[config.mk]
export PLATFORM = sky130hd
export DESIGN_NAME = lsu_ctrl
export DESIGN_NICKNAME = d
export VERILOG_FILES = /design/src/rtl/lsu_pkg.sv /design/src/rtl/lsu_lane.sv /design/src/rtl/lsu_ctrl.sv
export SDC_FILE = /design/constraint.sdc
export NUM_CORES = 1
export LEC_CHECK = 0
export ABC_CLOCK_PERIOD_IN_PS = 13850
export BUFFER_PORTS_ARGS = -buffer_cell sky130_fd_sc_hd__buf_2
export CORE_MARGIN = 2
export CORE_UTILIZATION = 52
export DETAILED_ROUTE_END_ITERATION = 10
export PLACE_DENSITY = 0.79
export SYNTH_ARGS = -nofsm -noshare
export SYNTH_HDL_FRONTEND = slang
export SYNTH_SLANG_ARGS = --single-unit
[constraint.sdc]
create_clock -name clk -period 13.85 [get_ports clk]
set_clock_uncertainty 0.2 [all_clocks]
set_input_delay 2.77 -clock clk [delete_from_list [all_inputs] [get_ports clk]]
set_output_delay 2.77 -clock clk [all_outputs]
set_load 0.02 [all_outputs]
[src/rtl/lsu_pkg.sv]
// Shared definitions for the load/store sequencer: funct3 codes, FSM states
// and access-width decode helpers.
package lsu_pkg;

  localparam logic [2:0] F3_LB  = 3'b000;
  localparam logic [2:0] F3_LH  = 3'b001;
  localparam logic [2:0] F3_LW  = 3'b010;
  localparam logic [2:0] F3_LBU = 3'b100;
  localparam logic [2:0] F3_LHU = 3'b101;
  localparam logic [2:0] F3_SB  = 3'b000;
  localparam logic [2:0] F3_SH  = 3'b001;
  localparam logic [2:0] F3_SW  = 3'b010;

  typedef enum logic [1:0] {ST_IDLE, ST_RD, ST_WR, ST_DONE} lsu_state_e;

  function automatic logic is_half(input logic we, input logic [2:0] f3);
    return we ? (f3[1:0] == F3_SH[1:0]) : (f3 == F3_LH || f3 == F3_LHU);
  endfunction

  // Unlisted load codes behave as LW; store widths 10/11 are both word.
  function automatic logic is_word(input logic we, input logic [2:0] f3);
    return we ? f3[1]
              : !(f3 == F3_LB || f3 == F3_LH || f3 == F3_LBU || f3 == F3_LHU);
  endfunction

endpackage

[src/rtl/lsu_lane.sv]
// Combinational lane logic: little-endian extract/extend for loads and
// sub-word merge into the previously read word for stores.
module lsu_lane
  import lsu_pkg::*;
(
  input  logic [31:0] word_i,
  input  logic [1:0]  addr_i,
  input  logic [2:0]  funct3_i,
  input  logic [31:0] wdata_i,
  output logic [31:0] load_data_o,
  output logic [31:0] merged_word_o
);

  logic [7:0]  byte_v;
  logic [15:0] half_v;

  always_comb begin
    byte_v = word_i[{addr_i, 3'b000} +: 8];
    half_v = addr_i[1] ? word_i[31:16] : word_i[15:0];
    case (funct3_i)
      F3_LB:   load_data_o = {{24{byte_v[7]}}, byte_v};
      F3_LH:   load_data_o = {{16{half_v[15]}}, half_v};
      F3_LBU:  load_data_o = {24'h0, byte_v};
      F3_LHU:  load_data_o = {16'h0, half_v};
      default: load_data_o = word_i;
    endcase
  end

  always_comb begin
    merged_word_o = word_i;
    case (funct3_i[1:0])
      F3_SB[1:0]: merged_word_o[{addr_i, 3'b000} +: 8] = wdata_i[7:0];
      F3_SH[1:0]: merged_word_o[{addr_i[1], 4'b0000} +: 16] = wdata_i[15:0];
      default:    merged_word_o = wdata_i;
    endcase
  end

endmodule

[src/rtl/lsu_ctrl.sv]
// RV32I load/store sequencer for a word-only DRAM (read-modify-write for SB/SH).
// Define LSU_MISALIGN_TRAP_EN to trap misaligned half/word accesses via err_o.
module lsu_ctrl
  import lsu_pkg::*;
#(
  parameter int unsigned ADDR_W = 32
) (
  input  logic              clk,
  input  logic              rst,
  input  logic              req_i,
  input  logic              we_i,
  input  logic [2:0]        funct3_i,
  input  logic [ADDR_W-1:0] addr_i,
  input  logic [31:0]       wdata_i,
  output logic              busy_o,
  output logic              done_o,
  output logic [31:0]       rdata_o,
  output logic              err_o,
  output logic [ADDR_W-1:0] dram_addr_o,
  output logic              dram_memwr_o,
  output logic [31:0]       dram_wr_data_o,
  input  logic [31:0]       dram_rd_data_i
);

  lsu_state_e        state_q, state_d;
  logic              we_q, we_d;
  logic [2:0]        funct3_q, funct3_d;
  logic [ADDR_W-1:0] addr_q, addr_d;
  logic [31:0]       wdata_q, wdata_d;
  logic [31:0]       word_q, word_d;
  logic [31:0]       rdata_q, rdata_d;
  logic              mis_q, mis_d;
  logic              mis_req;
  logic [31:0]       load_data, merged_word, rdata_done;

  lsu_lane u_lane (
    .word_i        (word_q),
    .addr_i        (addr_q[1:0]),
    .funct3_i      (funct3_q),
    .wdata_i       (wdata_q),
    .load_data_o   (load_data),
    .merged_word_o (merged_word)
  );

`ifdef LSU_MISALIGN_TRAP_EN
  always_comb begin
    mis_req = (is_half(we_i, funct3_i) && addr_i[0]) ||
              (is_word(we_i, funct3_i) && (addr_i[1:0] != 2'b00));
  end
`else
  assign mis_req = 1'b0;
`endif

  always_ff @(posedge clk or posedge rst) begin
    if (rst) begin
      state_q  <= ST_IDLE;
      we_q     <= 1'b0;
      funct3_q <= '0;
      addr_q   <= '0;
      wdata_q  <= '0;
      word_q   <= '0;
      rdata_q  <= '0;
      mis_q    <= 1'b0;
    end else begin
      state_q  <= state_d;
      we_q     <= we_d;
      funct3_q <= funct3_d;
      addr_q   <= addr_d;
      wdata_q  <= wdata_d;
      word_q   <= word_d;
      rdata_q  <= rdata_d;
      mis_q    <= mis_d;
    end
  end

  // A trapped access never reads DRAM, so its result is forced to zero.
  assign rdata_done = mis_q ? 32'h0 : load_data;

  always_comb begin
    we_d     = we_q;
    funct3_d = funct3_q;
    addr_d   = addr_q;
    wdata_d  = wdata_q;
    word_d   = word_q;
    rdata_d  = rdata_q;
    mis_d    = mis_q;
    if (state_q == ST_IDLE && req_i) begin
      we_d     = we_i;
      funct3_d = funct3_i;
      addr_d   = addr_i;
      wdata_d  = wdata_i;
      mis_d    = mis_req;
    end
    if (state_q == ST_RD) word_d = dram_rd_data_i;
    if (state_q == ST_DONE) rdata_d = rdata_done;
  end

  always_comb begin
    state_d = state_q;
    unique case (state_q)
      ST_IDLE: if (req_i) state_d = mis_req ? ST_DONE : ST_RD;
      ST_RD:   state_d = (!we_q || is_word(1'b1, funct3_q)) ? ST_DONE : ST_WR;
      ST_WR:   state_d = ST_DONE;
      ST_DONE: state_d = ST_IDLE;
      default: state_d = ST_IDLE;
    endcase
  end

  always_comb begin
    busy_o         = (state_q != ST_IDLE);
    done_o         = (state_q == ST_DONE);
    rdata_o        = (state_q == ST_DONE) ? rdata_done : rdata_q;
    err_o          = 1'b0;
    dram_addr_o    = '0;
    dram_memwr_o   = 1'b0;
    dram_wr_data_o = '0;
`ifdef LSU_MISALIGN_TRAP_EN
    err_o          = (state_q == ST_DONE) && mis_q;
`endif
    unique case (state_q)
      ST_RD: begin
        dram_addr_o = {addr_q[ADDR_W-1:2], 2'b00};
        if (we_q && is_word(1'b1, funct3_q)) begin
          dram_memwr_o   = 1'b1;
          dram_wr_data_o = wdata_q;
        end
      end
      ST_WR: begin
        dram_addr_o    = {addr_q[ADDR_W-1:2], 2'b00};
        dram_memwr_o   = 1'b1;
        dram_wr_data_o = merged_word;
      end
      default: ;
    endcase
  end

endmodule

== Word-level counts from Yosys, hierarchy flattened ==
Index checks and enable logic that the tools add are counted.
Cells by class
  add/sub/neg operators: 2
  multipliers: 0
  div/mod/pow operators: 0
  order comparisons: 0
  equality and inequality tests: 8
  shift-type cells: 5
  mux-type cells: 14
  bitwise operators: 0
  reductions and logical operators: 9
Operators with widths (count)
  $pmux W32 S2: 2
  $pmux W32 S4: 1
  $mux W32: 3
  $bwmux W32: 2
  $shift A16 B7 Y32 const A: 1
  $shift A8 B7 Y32 const A: 1
  $shiftx A16 B7 Y32: 1
  $shiftx A32 B6 Y8: 1
  $shiftx A8 B7 Y32: 1
  $mux W16: 1
  $neg A5 Y7: 2
  $pmux W2 S4: 1
  $eq A3 B3 Y1 const B: 2
  $eq A2 B1 Y1 const B: 2
  $eq A2 B2 Y1 const B: 2
  $logic_not A2 Y1: 2
  $eq A3 B1 Y1 const B: 1
  $logic_not A3 Y1: 1
  $logic_and A1 B1 Y1: 2
  $mux W1: 2
  $mux W2: 1
  $ne A2 B2 Y1 const B: 1
  $pmux W1 S2: 1
  $reduce_bool A2 Y1: 1
  other kinds (3): 3
Storage, ports and cells
  register bits after elaboration: 134
  latch bits: 0
  RAM bits: 0
  bits in read-only memories: 0
  input bits: 103
  output and inout port bits: 100
  memories: 0

== Logic depth before layout (Yosys ltp) ==
  word-level depth: 5
  gate-level depth with buffers: 9
  gate-level depth less buffers: 6

== Modules after synthesis ==
From an unflattened synthesis, not the netlist that was laid out.
Second synthesis, totals
  cell total of the unflattened synthesis: 643
  area total of the unflattened synthesis: 7564.8 um^2
Modules (own cells, without submodules)
  lsu_ctrl: instances 1, cells an instance 383, area an instance 5744.3 um^2
  lsu_lane: instances 1, cells an instance 260, area an instance 1820.5 um^2

== Worst setup path after synthesis ==
No wires, ideal clock.
  kind: register to output
  start point: register addr_q[1]
  end point: output port dram_wr_data_o[1]
  data arrival time: 2.310 ns
  data required time: 10.880 ns
  setup slack: 8.570 ns
  stages on the path, launching flop included: 9
  buffers on the path: 2
  cells stage by stage: dfrtp_1 -> buf_2 -> buf_6 -> inv_1 -> ha_1 -> or3b_4 -> nand2_1 -> a31oi_1 -> o32ai_1
On the way
  word-level cells in the longest chain between the ends: 5
  elaborated cells between the ends (all ways): 10
  classes of those cells: add/sub: 2; shift: 4; mux: 4
Ends and longest elaborated chain
  start, declared: RTL line lsu_ctrl.sv:28  | logic [ADDR_W-1:0] addr_q, addr_d;
  start signal, assigned: RTL line lsu_ctrl.sv:68  | addr_q <= addr_d;
  $neg A5 Y7, on equally long branches: RTL line lsu_lane.sv:33, lsu_lane.sv:32
  $shiftx A16 B7 Y32, or another cell as far along: RTL line lsu_lane.sv:33  | F3_SH[1:0]: merged_word_o[{addr_i[1], 4'b0000} +: 16] = wdata_i[15:0];
  $bwmux W32, on equally long branches: RTL line lsu_lane.sv:33, lsu_lane.sv:32
  $pmux W32 S2 (*): RTL line lsu_lane.sv:31  | case (funct3_i[1:0])
  $pmux W32 S2 (*): RTL line lsu_ctrl.sv:120  | unique case (state_q)
  end, declared: RTL line lsu_ctrl.sv:21  | output logic [31:0] dram_wr_data_o,
Every way passes the cells marked *; elsewhere a longest branch is shown, timed or not.

== Worst setup path after layout ==
  start point: register addr_q[1]
  end point: output port dram_wr_data_o[14]
Same word-level chain as after synthesis.

==> qor.txt <==
run status: finished clean
count of antenna-violating nets left after detailed routing: 0
global-route wire length before repair: 34,230 um
DRC viols: 0
cell taking the most area after synthesis: sky130_fd_sc_hd__dfrtp_1
Die X-Extent: 124.4 um
global routing met2 resource utilization: 44.94%
RSZ-0062 raised after global routing: false
smallest setup slack after layout: 7.265 ns
area inside the core boundary: 14,370 sq um
multi-input gate area in the final layout: 3829 sq um
CTS H-Tree Depth: 4
switching share of power: 46.79%
1st-iter DRT viols: 570
worst r2r path cells: 4
most used flip-flop cell after synthesis: sky130_fd_sc_hd__dfrtp_1
Worst R2R Setup Slack: 11.16 ns
CTS Root Cell: sky130_fd_sc_hd__clkbuf_16
global-route met1 utilization: 37.03%
max_slew headroom: 27.99%
critical path data arrival time: 3.61 ns
post-layout minimum cycle time: 6.585 ns
setup TNS after final layout: 0 ns
routing layer with the top usage in global route: met2
initial antenna violation count: 0
distinct cell type count after synthesis: 53
GR Util met3: 7.216%
worst hold endpoint: addr_q[6]
net total in the final layout: 995
R2R Path Start: addr_q[1]
share of synthesized registers carrying an async set or reset: 100.0%
startpoint of the lowest-slack hold path: addr_q[6]
y dimension of the die: 124.4 um
number of filler instances in the final layout: 1,202
Starting Density: 52.50%
per-instance average area after synthesis: 10.52 sq um
hpwl dp: 14,970 um
VDD IR max: 0.0001270 V
vias in the first global route: 6,306
growth of design area from synthesis to finish: 21.35%
Worst R2R End: rdata_q[18]
Setup-failing EPs final: 0
share of power burned in the clock network: 16.4%
I/O pin cnt: 203
worst hold path depth: 1
endpoints failing hold: 0
minimum setup slack after placement: 7.800 ns
switching power of the nets: 0.001344 W
proportion of netlist area held by the largest area contributor: 44.45%
max-slew violation total from the final report: 0
clock latency on the worst-skew pair: 0.42 ns
average wire length per cell after detail routing: 20.29 um
highest clock rate: 151.9 MHz
TritonCTS Sinks: 134
area of the mapped netlist: 7543 sq um
count of hold buffers inserted by post-cts repair: 0
pin count of the biggest net entering global routing: 81
Total Routing Usage GR: 28.07%
Antenna Cells: 0
number of synthesis warnings: 0
internal power: 0.001528 W
CTS max path bufs: 2
critical path peak fanout: 46
FP Rows: 44
routability-driven placement congestion ratio: 0.9172
Inserted Clock Buffers: 17
CP endpoint kind: output port
Logic pwr share: 53.7%
max-cap violations: 0
PortBufs: 199
post-route clock period utilization: 47.54%
Worst Path Class, Setup: reg2out
fraction of final layout cells with drive strength greater than 1: 39.71%
vias per inst: 6.022
flops & latches, synth: 134
Required @ worst endpoint: 10.88 ns
TritonCTS clock tree: yes
sequential power share: 29.9%
most common cell after layout, fill and taps aside: sky130_fd_sc_hd__buf_2
type of element launching the critical path: flip-flop
via total after detailed routing: 6,492
Resized cells post-CTS: 0
largest cells by area after synthesis: sky130_fd_sc_hd__dfrtp_1 (44%), sky130_fd_sc_hd__mux2_2 (16%), sky130_fd_sc_hd__mux2i_1 (4.1%)
setup repair bufs after CTS: 0
drt first pass iters: 7
Sequential Area: 3356 sq um
power density over the cells: 313.8 nW/um^2
classification of the worst-slack hold path: reg2reg
number of enable flip-flop cells after synthesis: 0
total leakage power: 4.255 nW
clock transition at the registers of the reported paths: 0.06 ns
Post-Synthesis Cells: 717
wirelength, routed: 21,870 um
aggregate global routing overflow: 0
floorplan die area: 15,490 sq um
Hold Worst Slack: 0.2932 ns
Worst-Margin Slew: 1.080 ns
share of synthesized area occupied by flip-flops and latches: 44.45%
top library cells by usage in the layout, fill and taps aside: sky130_fd_sc_hd__buf_2 (199), sky130_fd_sc_hd__dfrtp_1 (132), sky130_fd_sc_hd__mux2_2 (106)
-- synth_stat cells, types with 9 or more instances --
| cell | number |
|---|---|
| sky130_fd_sc_hd__dfrtp_1 | 134 |
| sky130_fd_sc_hd__mux2_2 | 106 |
| sky130_fd_sc_hd__nand2_1 | 55 |
| sky130_fd_sc_hd__a21oi_1 | 50 |
| sky130_fd_sc_hd__and2_1 | 32 |
| sky130_fd_sc_hd__mux2i_1 | 31 |
| sky130_fd_sc_hd__o211ai_1 | 24 |
| sky130_fd_sc_hd__buf_2 | 23 |
| sky130_fd_sc_hd__o21ai_0 | 21 |
| sky130_fd_sc_hd__clkbuf_1 | 20 |
| sky130_fd_sc_hd__inv_1 | 20 |
| sky130_fd_sc_hd__a221oi_1 | 18 |
| sky130_fd_sc_hd__a211o_1 | 16 |
| sky130_fd_sc_hd__nand3_1 | 12 |
| sky130_fd_sc_hd__buf_1 | 11 |
| sky130_fd_sc_hd__o21ai_1 | 11 |
| sky130_fd_sc_hd__ha_1 | 10 |
| sky130_fd_sc_hd__nor2b_1 | 10 |
| sky130_fd_sc_hd__o22ai_1 | 10 |
| sky130_fd_sc_hd__o22a_1 | 9 |
-- registers in the layout (all words and copies together), names as in the netlist --
signal,count
addr_q,32
rdata_q,32
wdata_q,32
word_q,32
funct3_q,3
state_q,2
we_q,1
-- per-layer routing --
| layer | vias up | routed length (um) |
|---|---|---|
| met1 | 3174 | 9040 |
| met4 | 0 | 727 |
| li1 | 2952 | - |
| met3 | 55 | 1731 |
| met2 | 311 | 10370 |
| met5 | - | 0 |
-- power by group through the flow --
stage | registers, W | clock network (W) | logic (W)
5_1_grt | 0.000876 | 0.000497 | 0.00167
6_report | 0.000859 | 0.000472 | 0.00154
4_1_cts | 0.000845 | 0.000480 | 0.00154
3_3_place_gp | 0.000841 | 0 | 0.00151
2_1_floorplan | 0.000710 | 0 | 0.00120
3_5_place_dp | 0.000848 | 0 | 0.00153
-- kinds of logic after synthesis --
group,Yosys count,share of synthesized area [%]
other,1,0.04971
buffers and inverters,82,4.926
adder cells (fa/ha/maj),10,1.659
flip-flops,134,44.45
multiplexers,137,19.94
AO/OA/AOI/OAI,205,18.64
AND/OR/NAND/NOR,148,10.33
-- through the flow --
stage	cell area, sq um	util, %	instances	power [W]
finish	9154	63.71	1078	0.002872
global route	9154	63.71	1078	0.003040
CTS	9154	63.71	1078	0.002863
detailed placement	8541	59.44	1047	0.002375
global placement	8541	59.44	1047	0.002348
floorplan	7551	-	719	0.001912
-- worst max path at each step --
stage                     startpoint                 end  slack [ns]  depth (start not counted)
after floorplan                  rst           addr_q[0]        7.30                          1
after global placement     addr_q[1]  dram_wr_data_o[14]        7.92                          7
after detailed placement   addr_q[1]  dram_wr_data_o[14]        7.80                          7
after CTS                  addr_q[1]  dram_wr_data_o[14]        7.34                          7
after global routing       addr_q[1]  dram_wr_data_o[14]        7.06                          7
final                      addr_q[1]  dram_wr_data_o[14]        7.27                          7
-- critical path, stage by stage (launching register included) --
cell and delay [ns]:
sky130_fd_sc_hd__dfrtp_2 1.08, sky130_fd_sc_hd__inv_1 0.31, sky130_fd_sc_hd__ha_1 0.48, sky130_fd_sc_hd__and3_1 0.35, sky130_fd_sc_hd__a221oi_1 0.15, sky130_fd_sc_hd__a2111oi_0 0.37
sky130_fd_sc_hd__o22a_1 0.26, sky130_fd_sc_hd__buf_2 0.18
-- layout make-up --
| cell class | instances | share of cell area [%] |
|---|---|---|
| Clock buffer | 19 | 4.729 |
| Clock inverter | 12 | 1.968 |
| Inverter | 20 | 0.8475 |
| Multi-Input combinational cell | 503 | 41.83 |
| Sequential cell | 134 | 36.66 |
| Tap cell | 184 | 2.515 |
| Timing Repair Buffer | 206 | 11.45 |
No activity file was read; power rests on OpenSTA's default activity.
